==> src/rtl/awgn_issue_ctrl.sv <==
// awgn_issue_ctrl: sequencer for the Box-Muller AWGN core.
// It issues LFSR seed pairs to a fixed-latency core. It issues only when the
// output FIFO is sure to have room for the result. A valid shift register
// tracks samples in flight, and the core results are buffered in a FIFO that
// drives a valid/ready stream. The block runs either bursts of N pairs or
// continuous operation.
// Optional build macro: AWGN_ISSUE_STATS_EN enables the delivered-pair counter
// on stat_cnt. When the macro is undefined, stat_cnt reads as 0.
module awgn_issue_ctrl #(
  parameter int          LATENCY    = 10,
  parameter int          FIFO_DEPTH = 16,
  parameter logic [31:0] SEED_A_DEF = 32'hACE1_2468,
  parameter logic [31:0] SEED_B_DEF = 32'h1357_BDF9
) (
  input  logic        clk,
  input  logic        resetn,
  input  logic        start,
  input  logic        stop,
  input  logic [15:0] burst_len,
  input  logic        seed_load,
  input  logic [31:0] seed_a_in,
  input  logic [31:0] seed_b_in,
  output logic [31:0] a_out,
  output logic [31:0] b_out,
  input  logic [15:0] core_x0,
  input  logic [15:0] core_x1,
  output logic        m_valid,
  input  logic        m_ready,
  output logic [15:0] m_x0,
  output logic [15:0] m_x1,
  output logic        busy,
  output logic        done,
  output logic [31:0] stat_cnt
);

  localparam int          AW   = $clog2(FIFO_DEPTH);
  localparam int          CW   = $clog2(FIFO_DEPTH + 1);
  localparam int          IW   = $clog2(LATENCY + 1);
  localparam logic [31:0] POLY = 32'h8020_0003;

  typedef enum logic [1:0] {
    ST_IDLE  = 2'd0,
    ST_RUN   = 2'd1,
    ST_DRAIN = 2'd2,
    ST_DONE  = 2'd3
  } state_t;

  // Galois LFSR, shifting right, with a tap XOR when the outgoing bit is 1.
  function automatic logic [31:0] lfsr_step(input logic [31:0] s);
    lfsr_step = s[0] ? ((s >> 1) ^ POLY) : (s >> 1);
  endfunction

  state_t             state;
  state_t             state_n;
  logic               done_r;
  logic [15:0]        remaining;
  logic               cont;
  logic [31:0]        lfsr_a;
  logic [31:0]        lfsr_b;
  logic [31:0]        a_q;
  logic [31:0]        b_q;
  logic [LATENCY-1:0] vpipe;
  logic [LATENCY-1:0] vpipe_n;
  logic [IW-1:0]      inflight;
  logic [15:0]        mem_x0 [FIFO_DEPTH];
  logic [15:0]        mem_x1 [FIFO_DEPTH];
  logic [AW-1:0]      wr_ptr;
  logic [AW-1:0]      rd_ptr;
  logic [CW-1:0]      count;
  logic [31:0]        occupancy;
  logic               idle_like;
  logic               issue;
  logic               push;
  logic               pop;

  // Output stream: a pair moves on each cycle where m_valid && m_ready at
  // posedge clk. m_valid stays high and m_x0/m_x1 stay stable until the pair
  // is accepted. m_valid does not depend on m_ready.

  assign idle_like = (state == ST_IDLE) || (state == ST_DONE);
  assign occupancy = 32'(inflight) + 32'(count);
  // Credit check: every sample in flight or buffered has a reserved FIFO slot.
  assign issue     = (state == ST_RUN) && (occupancy < 32'(FIFO_DEPTH)) &&
                     (cont || (remaining != 16'd0));
  assign push      = vpipe[LATENCY-1];
  assign m_valid   = (count != '0);
  assign pop       = m_valid && m_ready;
  assign m_x0      = m_valid ? mem_x0[rd_ptr] : 16'd0;
  assign m_x1      = m_valid ? mem_x1[rd_ptr] : 16'd0;
  assign a_out     = a_q;
  assign b_out     = b_q;
  assign busy      = (state == ST_RUN) || (state == ST_DRAIN);
  assign done      = done_r;

  generate
    if (LATENCY == 1) begin : g_pipe1
      assign vpipe_n = issue;
    end else begin : g_pipen
      assign vpipe_n = {vpipe[LATENCY-2:0], issue};
    end
  endgenerate

  // Next-state logic for the run sequencer.
  always_comb begin
    state_n = state;
    case (state)
      ST_IDLE:  if (start) state_n = ST_RUN;
      ST_RUN:   if (stop || (issue && !cont && (remaining == 16'd1))) state_n = ST_DRAIN;
      ST_DRAIN: if ((inflight == '0) && (count == '0)) state_n = ST_DONE;
      ST_DONE:  if (start) state_n = ST_RUN;
      default:  state_n = ST_IDLE;
    endcase
  end

  // State register, done pulse, and burst bookkeeping.
  always_ff @(posedge clk) begin
    if (!resetn) begin
      state     <= ST_IDLE;
      done_r    <= 1'b0;
      remaining <= 16'd0;
      cont      <= 1'b0;
    end else begin
      state  <= state_n;
      done_r <= (state_n == ST_DONE) && (state != ST_DONE);
      if (idle_like && start) begin
        remaining <= burst_len;
        cont      <= (burst_len == 16'd0);
      end else if (issue && !cont) begin
        remaining <= remaining - 16'd1;
      end
    end
  end

  // Seed generators and the seed words presented to the core.
  always_ff @(posedge clk) begin
    if (!resetn) begin
      lfsr_a <= SEED_A_DEF;
      lfsr_b <= SEED_B_DEF;
      a_q    <= 32'd0;
      b_q    <= 32'd0;
    end else if (issue) begin
      a_q    <= lfsr_a;
      b_q    <= lfsr_b;
      lfsr_a <= lfsr_step(lfsr_a);
      lfsr_b <= lfsr_step(lfsr_b);
    end else if (idle_like && seed_load) begin
      // A zero seed would lock the LFSR, so the default seed is loaded instead.
      lfsr_a <= (seed_a_in == 32'd0) ? SEED_A_DEF : seed_a_in;
      lfsr_b <= (seed_b_in == 32'd0) ? SEED_B_DEF : seed_b_in;
    end
  end

  // Valid pipe mirrors the core latency, and the in-flight count tracks its popcount.
  always_ff @(posedge clk) begin
    if (!resetn) begin
      vpipe    <= '0;
      inflight <= '0;
    end else begin
      vpipe    <= vpipe_n;
      inflight <= inflight + IW'(issue) - IW'(push);
    end
  end

  // FIFO pointers and occupancy. Push and pop may occur together at any level.
  always_ff @(posedge clk) begin
    if (!resetn) begin
      wr_ptr <= '0;
      rd_ptr <= '0;
      count  <= '0;
    end else begin
      if (push) wr_ptr <= wr_ptr + AW'(1);
      if (pop)  rd_ptr <= rd_ptr + AW'(1);
      if (push && !pop)      count <= count + CW'(1);
      else if (pop && !push) count <= count - CW'(1);
    end
  end

  // FIFO storage. It is not reset because the outputs are gated by m_valid.
  always_ff @(posedge clk) begin
    if (push) begin
      mem_x0[wr_ptr] <= core_x0;
      mem_x1[wr_ptr] <= core_x1;
    end
  end

`ifdef AWGN_ISSUE_STATS_EN
  logic [31:0] stat_q;

  // Delivered-pair counter. It wraps naturally, and only reset clears it.
  always_ff @(posedge clk) begin
    if (!resetn) stat_q <= 32'd0;
    else if (pop) stat_q <= stat_q + 32'd1;
  end

  assign stat_cnt = stat_q;
`else
  assign stat_cnt = 32'd0;
`endif

endmodule

==> config.mk <==
export PLATFORM = sky130hd
export DESIGN_NAME = awgn_issue_ctrl
export DESIGN_NICKNAME = d
export VERILOG_FILES = /design/src/rtl/awgn_issue_ctrl.sv
export SDC_FILE = /design/constraint.sdc
export NUM_CORES = 1
export LEC_CHECK = 0
export CORE_MARGIN = 4
export CORE_UTILIZATION = 55
export DETAILED_ROUTE_END_ITERATION = 10
export HOLD_SLACK_MARGIN = 0.12
export PLACE_DENSITY = 0.8
export SYNTH_ARGS = -nofsm -noshare
export SYNTH_HDL_FRONTEND = slang
export SYNTH_SLANG_ARGS = --single-unit
==> constraint.sdc <==
create_clock -name clk -period 4.3 [get_ports clk]
set_input_delay 0.86 -clock clk [delete_from_list [all_inputs] [get_ports clk]]
set_output_delay 0.86 -clock clk [all_outputs]
set_load 0.005 [all_outputs]
After elaboration in Yosys (flattened, before gate mapping). Memory sizes are Yosys's and may differ from the RTL's. A register that Yosys moved wholly into a read port is not among the register bits. Cells that the tools add are included.

Memories kept: 2. Flip-flop bits (word level): 175. Bits in writable memories: 512. Input bits: 118. ROM bits: 0. Word-level logic and storage cells: 86. Bits in latches: 0. Output and inout port bits: 131.

Multiply operators: 0. Order comparisons: 1. Reductions and logical operators: 30. Bitwise logic cells: 2. Shifts and indexed selects: 0. Multiplexer cells: 24. Equality and inequality tests: 6. $add $sub $neg: 8. Divide/modulo/power cells: 0.

Memories: mem_x0 (depth 16, bits a word 16, rd ports 1, clocked after memory_dff 1, wr ports 1, line 65) `logic [15:0] mem_x0 [FIFO_DEPTH];`; mem_x1 (depth 16, bits a word 16, rd ports 1, clocked after memory_dff 1, wr ports 1, line 66) `logic [15:0] mem_x1 [FIFO_DEPTH];`.

Operators with widths (count): $mux W32 (8); $logic_not A32 Y1 (2); $mux W16 (4); $eq A16 B1 Y1 const B (1); $logic_not A16 Y1 (1); $mux W4 (4); $reduce_bool A16 Y1 (1); $sub A16 B1 Y16 const B (1); $logic_and A1 B1 Y1 (11); $mux W5 (2); $add A4 B1 Y4 const B (2); $not A3 Y4 (2); $add A4 B5 Y6 (1); $eq A2 B2 Y1 const B (3); $lt A6 B5 Y1 const B (1); $mux W2 (3); $pmux W2 S3 (1); $reduce_bool A2 Y1 (3); $add A5 B1 Y5 const B (1); $logic_not A5 Y1 (1); $reduce_bool A5 Y1 (1); $sub A5 B1 Y5 const B (1); $add A4 B1 Y4 (1); $logic_not A4 Y1 (1); other kinds (8) (14).

Longest topological paths before layout.
Depth in word-level cells: 11. Gate-level depth with buffers: 15. Gate-level depth less buffers: 13.

Worst setup path after synthesis. OpenSTA, ideal clock, no wires.

Path kind: register -> register. Start: register remaining[0]. End: register inflight[2]. Path buffers: 2. Setup slack: 1.091 ns. Required time: 4.172 ns. Cell stages (with the launch flop): 16. Data arrival time: 3.081 ns. Clock period less this slack: 3.209 ns. Library setup time: 0.128 ns. Cells stage by stage: dfxtp_1 -> inv_1 -> ha_1 -> or4b_2 -> nor4_4 -> nor3_4 -> inv_2 -> buf_6 -> buf_4 -> ha_1 -> inv_1 -> ha_1 -> inv_1 -> fa_1 -> xor2_1 -> nor2_1.

Longest elaborated chain between the ends: 5.

RTL lines: start: declaration (line 56) `logic [15:0] remaining;`; start signal: assignment (line 126) `remaining <= burst_len;`; start signal: assignment (line 129) `remaining <= remaining - 16'd1;`; $reduce_bool A16 Y1 (line 84) `(cont || (remaining != 16'd0));`; $logic_or A1 B1 Y1 (line 84); $logic_and A1 B1 Y1 (line 83) `assign issue = (state == ST_RUN) && (occupancy < 32'(FIFO_DEPTH)) &&`; $add A4 B1 Y4 (line 160) `inflight <= inflight + IW'(issue) - IW'(push);`; $sub A4 B1 Y4 (line 160); end signal: assignment (line 160); end: declaration (line 64) `logic [IW-1:0] inflight;`.

Every way passes these cells. A chain may end at the register's enable or synchronous reset.

==> summary.md <==
* headroom to the max-slew limit: 17.7%
* type of destination of the critical path: output port
* summed instance area of the synthesized netlist: 27,500 sq um
* final routed wirelength across all metal layers: 69.3 mm
* Synth async-reset ratio: 0%
* layout net count: 2,091
* initial standard-cell utilization of the core: 56.0%
* die span in y: 232 um
* Max Cap Violations: 0
* worst setup skew after layout: 0.0262 ns
* H-tree depth: 3
* clock tree root buffer cell: clkbuf_16
* critical path data arrival time: 3.35 ns
* drt via density: 6.17
* Period Utilization, post-route: 97.9%
* Setup Fix Bufs, Post-CTS: 0
* Global Route met2 Usage: 44.0%
* pin count of the biggest net entering global routing: 118
* Final Total Pwr: 19.1 mW
* Sinks on Clock Net: 691
* kind of cell adding the most delay to the critical path: multiplexers
* GRT Residual Overflow: 0
* highest ir drop seen on vdd: 0.409 mV
* CP Buf/Inv Count: 2
* Max Freq: 238 MHz
* most used flip-flop cell after synthesis: edfxtp_1
* Reg2Reg Depth: 13
* r2r startpoint: remaining[0]
* number of routed nets with antenna violations: 0
* post-detailed-route wirelength per cell: 26.0 um
* I/O pin count: 249
* clock latency of the later-clocked register in the worst-skew pair: 0.62 ns
* weighted congestion at the end of routability-driven global placement: 0.856
* status: finished clean
* number of cells after detailed placement: 2,541
* largest incremental delay on the critical path: 0.69 ns
* Slew @ Worst Pin: 1.23 ns
* vias in the first global route: 16,778
* end of the worst register-to-register path: inflight[2]
* final routed DRC violation total: 0
* met3 demand-to-capacity share in global routing: 4.77%
* Pre-Repair DR Iteration Count: 8
* site row count: 81
* type of the setup path with the least slack: register to output port
* setup repair after global routing missed its margin: false
* setup slack on the worst flop-to-flop path: 1.05 ns
* overall track demand over capacity in global routing: 25.9%
* GR Layer Usage met1: 33.9%
* required time at the worst-slack endpoint: 3.44 ns
* final setup TNS: 0 ns
* placed wire-length estimate after detailed placement: 38.3 mm
* distinct cell type count of the synthesized netlist: 65
* power density over the cells: 584 nW/um^2
* Area Overhead vs Synth: 18.9%
* cells traversed along the worst timing path: buf_4 > mux4_2 > mux4_2 > and2_1 > clkdlybuf4s50_1
* Hold Violations, Final: 0
* number of clock buffers inserted by TritonCTS: 69
* peak-usage layer in the global routing report: met2
* global-route wire length before repair: 105 mm
* Core Footprint: 49,200 sq um
* slowest stage cell on the critical path: dfxtp_4
* Stages on worst setup path: 5
* area of combinational cells with multiple inputs: 7940 sq um
* count leader, synth: edfxtp_1
* Die ar.: 53,600 sq um
* final-layout fill cell count: 3,201
* CTS hold repair buffers: 0
* final critical-path required period: 4.21 ns
* via count: 16,461
* largest cells by area after synthesis: edfxtp_1 56%, mux4_2 13%, dfxtp_1 13%, nand2_1 2.8%, a21oi_1 2.5%
* Sequential cell area: 19,000 sq um
* clock tree buffer depth: 3
* type of origin of the critical path: register
* synthesis warning total: 0
* post-synthesis average cell area: 16.0 sq um
* maximum fanout count along the critical path: 31
* Port Buffers: 216
* Post-synth EDFFs: 512
* Worst Hold Class: register to register
* TritonCTS clock tree: done
* Die W: 232 um
* share of the yosys chip area belonging to registers: 68.9%
* starting DRC count in detailed routing: 2,089
* Gate Count Post-Synth: 1,724
* cell type with the largest total area after synthesis: edfxtp_1
* number of storage elements in the synthesis netlist: 691
* share of layout cells above drive strength 1: 18.3%
* portion of synthesized cell area occupied by the leading cell type: 55.9%
* setup violators final: 0
* # resized after CTS: 0
* Worst-path clk slew: 0.06 ns
* static leakage power: 10.6 nW
* CP most frequent cell: mux4_2
* most numerous cell types in the synthesized netlist: 512 x edfxtp_1, 207 x nand2_1, 179 x dfxtp_1
* post-route non-filler standard cell count: 2,667
* end point of the critical path: m_x0[1]
* Final Max Slew Viols: 0
* antenna violations before repair: 2
==> worst register-to-register path, delay by kind of cell (launching register included) <==
family / cells / cell delay, ns
and+or+nand+nor: 4 / 1.32
buffers and inverters: 4 / 0.33
xor gates and xnor gates: 1 / 0.16
adders and majority gates: 4 / 0.95
DFF: 1 / 0.34
==> through the flow <==
stage          hold slack, ns  util (%)  instance area, sq um  worst slack, ns
6_report                0.431      66.5                 32700           0.0902
3_3_place_gp            0.415      61.8                 30400            0.828
4_1_cts                 0.437      66.5                 32700           0.0722
2_1_floorplan           0.412         -                 27600             1.09
5_1_grt                 0.444      66.5                 32700           0.0377
3_5_place_dp            0.420      61.8                 30400            0.794
==> final cells by class <==
| class | count | area share (%) |
|---|---|---|
| Antenna cell | 2 | 0.0153 |
| Clock buffer | 89 | 5.73 |
| Clock inverter | 35 | 1.30 |
| Inverter | 19 | 0.226 |
| Multi-Input combinational cell | 910 | 24.3 |
| Sequential cell | 691 | 58.0 |
| Tap cell | 664 | 2.54 |
| Timing Repair Buffer | 257 | 7.92 |
==> state kept, by name (all words and copies together), names as in the netlist, named ones only <==
name       cells
mem_x0       256
mem_x1       256
a_out         32
b_out         32
lfsr_a        32
lfsr_b        32
remaining     16
vpipe         10
count          5
inflight       4
rd_ptr         4
wr_ptr         4
state          2
cont           1
done           1
==> placed cells by master, fill, tap and decap left out, drive strengths merged, types with 21 or more instances in the layout <==
cell type / instances
ha: 23
nor2: 53
nor4: 32
o211ai: 30
o21ai: 21
edfxtp: 512
mux2: 27
clkdlybuf4s50: 215
a21oi: 140
clkbuf: 89
nand2: 207
conb: 32
buf: 42
clkinv: 23
mux4: 160
dfxtp: 179
and2: 59
==> metal layers <==
metal	up-vias	share of wire [%]
met3	153	9.0
met4	0	3.3
li1	7049	-
met1	8283	36
met5	-	0
met2	976	52
==> how the worst min path moves through the flow <==
stage                        start  endpoint  cells after the start
after floorplan           vpipe[0]  vpipe[1]                      1
after global placement    vpipe[8]  vpipe[9]                      1
after detailed placement  vpipe[8]  vpipe[9]                      1
after CTS                 vpipe[1]  vpipe[2]                      1
after global routing      vpipe[3]  vpipe[4]                      1
final                     vpipe[7]  vpipe[8]                      1
==> report_power, final <==
group / internal (mW) / switching, mW / leakage [nW]
clock network: 3.64 / 2.56 / 1.12
logic: 2.38 / 2.47 / 3.42
registers: 7.64 / 0.420 / 6.07
==> cells by family after synthesis <==
logic type / Yosys count / share of synthesized area (%)
buffers and inverters: 154 / 2.73
multiplexers: 190 / 14.3
adder cells (fa/ha/maj): 25 / 1.19
XOR/XNOR: 22 / 0.701
AO/OA/AOI/OAI: 226 / 4.86
other: 1 / 0.0136
AND/OR/NAND/NOR: 415 / 7.25
flip-flops: 691 / 68.9
(Power assumes the default switching activity.)
==> variant, RTL diff (same flow settings) <==
Change the parameter `LATENCY` from 10 to 11.
--- a/src/rtl/awgn_issue_ctrl.sv
+++ b/src/rtl/awgn_issue_ctrl.sv
@@ -7,7 +7,7 @@
 // Optional build macro: AWGN_ISSUE_STATS_EN enables the delivered-pair counter
 // on stat_cnt. When the macro is undefined, stat_cnt reads as 0.
 module awgn_issue_ctrl #(
-  parameter int          LATENCY    = 10,
+  parameter int          LATENCY    = 11,
   parameter int          FIFO_DEPTH = 16,
   parameter logic [31:0] SEED_A_DEF = 32'hACE1_2468,
   parameter logic [31:0] SEED_B_DEF = 32'h1357_BDF9
Behaviour: same outputs for any inputs over 4 cycles, from zero or initial values and one cycle with resetn low; that may be too few to reach the edited logic, so the function may still have changed.
==> variant against the unedited design <==
- total power shrank 1.9%
- combinational power shrank 3%
- design area is essentially flat
- via count decreased by 0.32%
- setup slack improved by 0.052 ns
- register-to-register slack worse by 0.09 ns
- sequential cell count is 1 higher
- area after synthesis increased by 0.81%
- routed wire length shrank 2.7%
- count of clock-buffer cells in the layout rose by 4
- critical path type unchanged
- highest routed layer is now met5
==> variant: results (changes against the unedited design) <==
metric,value,unit,change
skew,0.0316,ns,+0.00545 ns
hpwl,38200,µm,-0.25%
p_total,18.8,mW,-1.9%
firstDrtPassIters,5,,-3
register_area,19000,µm²,+0.11%
wirelength,67400,µm,-2.7%
grt_pass1_wl,101000,µm,-3.1%
outcome,"complete, no violations",,
ir_drop,0.000424,V,+3.7%
antenna_found_initial,4,,+2
viasPerCell,6.05,,-2.0%
crit_fanout,50,,+61%
nets,2129,,+1.8%
slew_headroom,35.2,%,+18 points
place_congestion,0.839,,-2.0%
placed_area,30500,µm²,+0.31%
combinationalPower,4.72,mW,-3%
yosysUniqueCellTypes,59,,-9.2%
netlist_top_cells_count,"edfxtp_1 (512), nand2_1 (254), dfxtp_1 (180)",,
max_stage_delay,0.58,ns,-0.11 ns
arrival,3.30,ns,-0.05 ns
synth_area_leaders,"edfxtp_1 (55%), dfxtp_1 (13%), mux4_2 (13%)",,
place_inst,2586,,+1.8%
grt_usage,24.9,%,-0.98 points
slowest_stage,mux4_2,,
top_regs,"mem_x0: 256 flops, mem_x1: 256 flops",,
pre_cts_ws,0.726,ns,-0.0679 ns
p_switching,5.42,mW,-0.53%
clock_path_buffers,3,,unchanged
grt_pass1_vias,16300,,-2.8%
power_leakage,10.9,nW,+2.3%
p_clk,5.90,mW,-4.8%
cts_buffers,70,,+1.4%
wl_per_cell,24.8,µm,-4.4%
dr.first_iter.drc_count,1981,,-5.2%
nFillCells,3346,,+4.5%
synth_cells,1776,,+3.0%
grt_max_degree,164,,+39%
drive_gt1_share,16.0,%,-2.3 points
variant: cell count changes in the layout (fill, tap and decap cells not counted), sizes merged, moves of 6 or more:
| cell | unedited run | this run |
|---|---|---|
| nand2 | 207 | 254 |
| a21oi | 140 | 102 |
| mux2i | 3 | 34 |
| o21ai | 21 | 50 |
| a31oi | 11 | 39 |
| mux2 | 27 | 0 |
| o211ai | 30 | 3 |
| nor3 | 16 | 34 |
| nor2 | 53 | 37 |
| buf | 42 | 34 |
| nor4 | 32 | 26 |
| or4 | 13 | 7 |
variant: area by class of cell:
| type | instances | share of cell area [%] |
|---|---|---|
| tap | 672 | 2.57 |
| multi-input combinational | 956 | 24.7 |
| clock inverter | 32 | 0.990 |
| sequential | 692 | 58.0 |
| inverter | 16 | 0.206 |
| antenna | 2 | 0.0153 |
| timing repair buffer | 250 | 7.72 |
| clock buffer | 93 | 5.77 |
variant: cell families after synthesis:
kind of cell             share of synthesized area (%)
AND/OR/NAND/NOR                                   7.84
XOR/XNOR                                         0.569
adder cells (fa/ha/maj)                           1.18
multiplexers                                      14.2
AO/OA/AOI/OAI                                     4.82
buffers and inverters                             2.90
flip-flops                                        68.5
other                                           0.0135
variant: per-layer routing:
metal,share of wire [%],track usage (%),wire length [µm]
met3,9.6,6.24,6480
met1,37,32.5,25000
met5,0.061,0,41
met4,2.9,7.79,1950
met2,50,41.8,33900
variant: final timing paths:
kind	startpoint	cells past startpoint	endpoint	slack, ns
hold / removal	vpipe[9]	1	vpipe[10]	0.43
setup reg to reg	count[0]	11	count[4]	0.96
hold reg to reg	vpipe[9]	1	vpipe[10]	0.43
setup / recovery	flop	5	m_x0[12]	0.14
variant: what timing repair did:
action | 4_1_cts | 5_1_grt
resized for setup | 0 | 5
setup endpoints to repair | 0 | 10
hold buffers | 0 | 0
hold endpoints to repair | 0 | 0
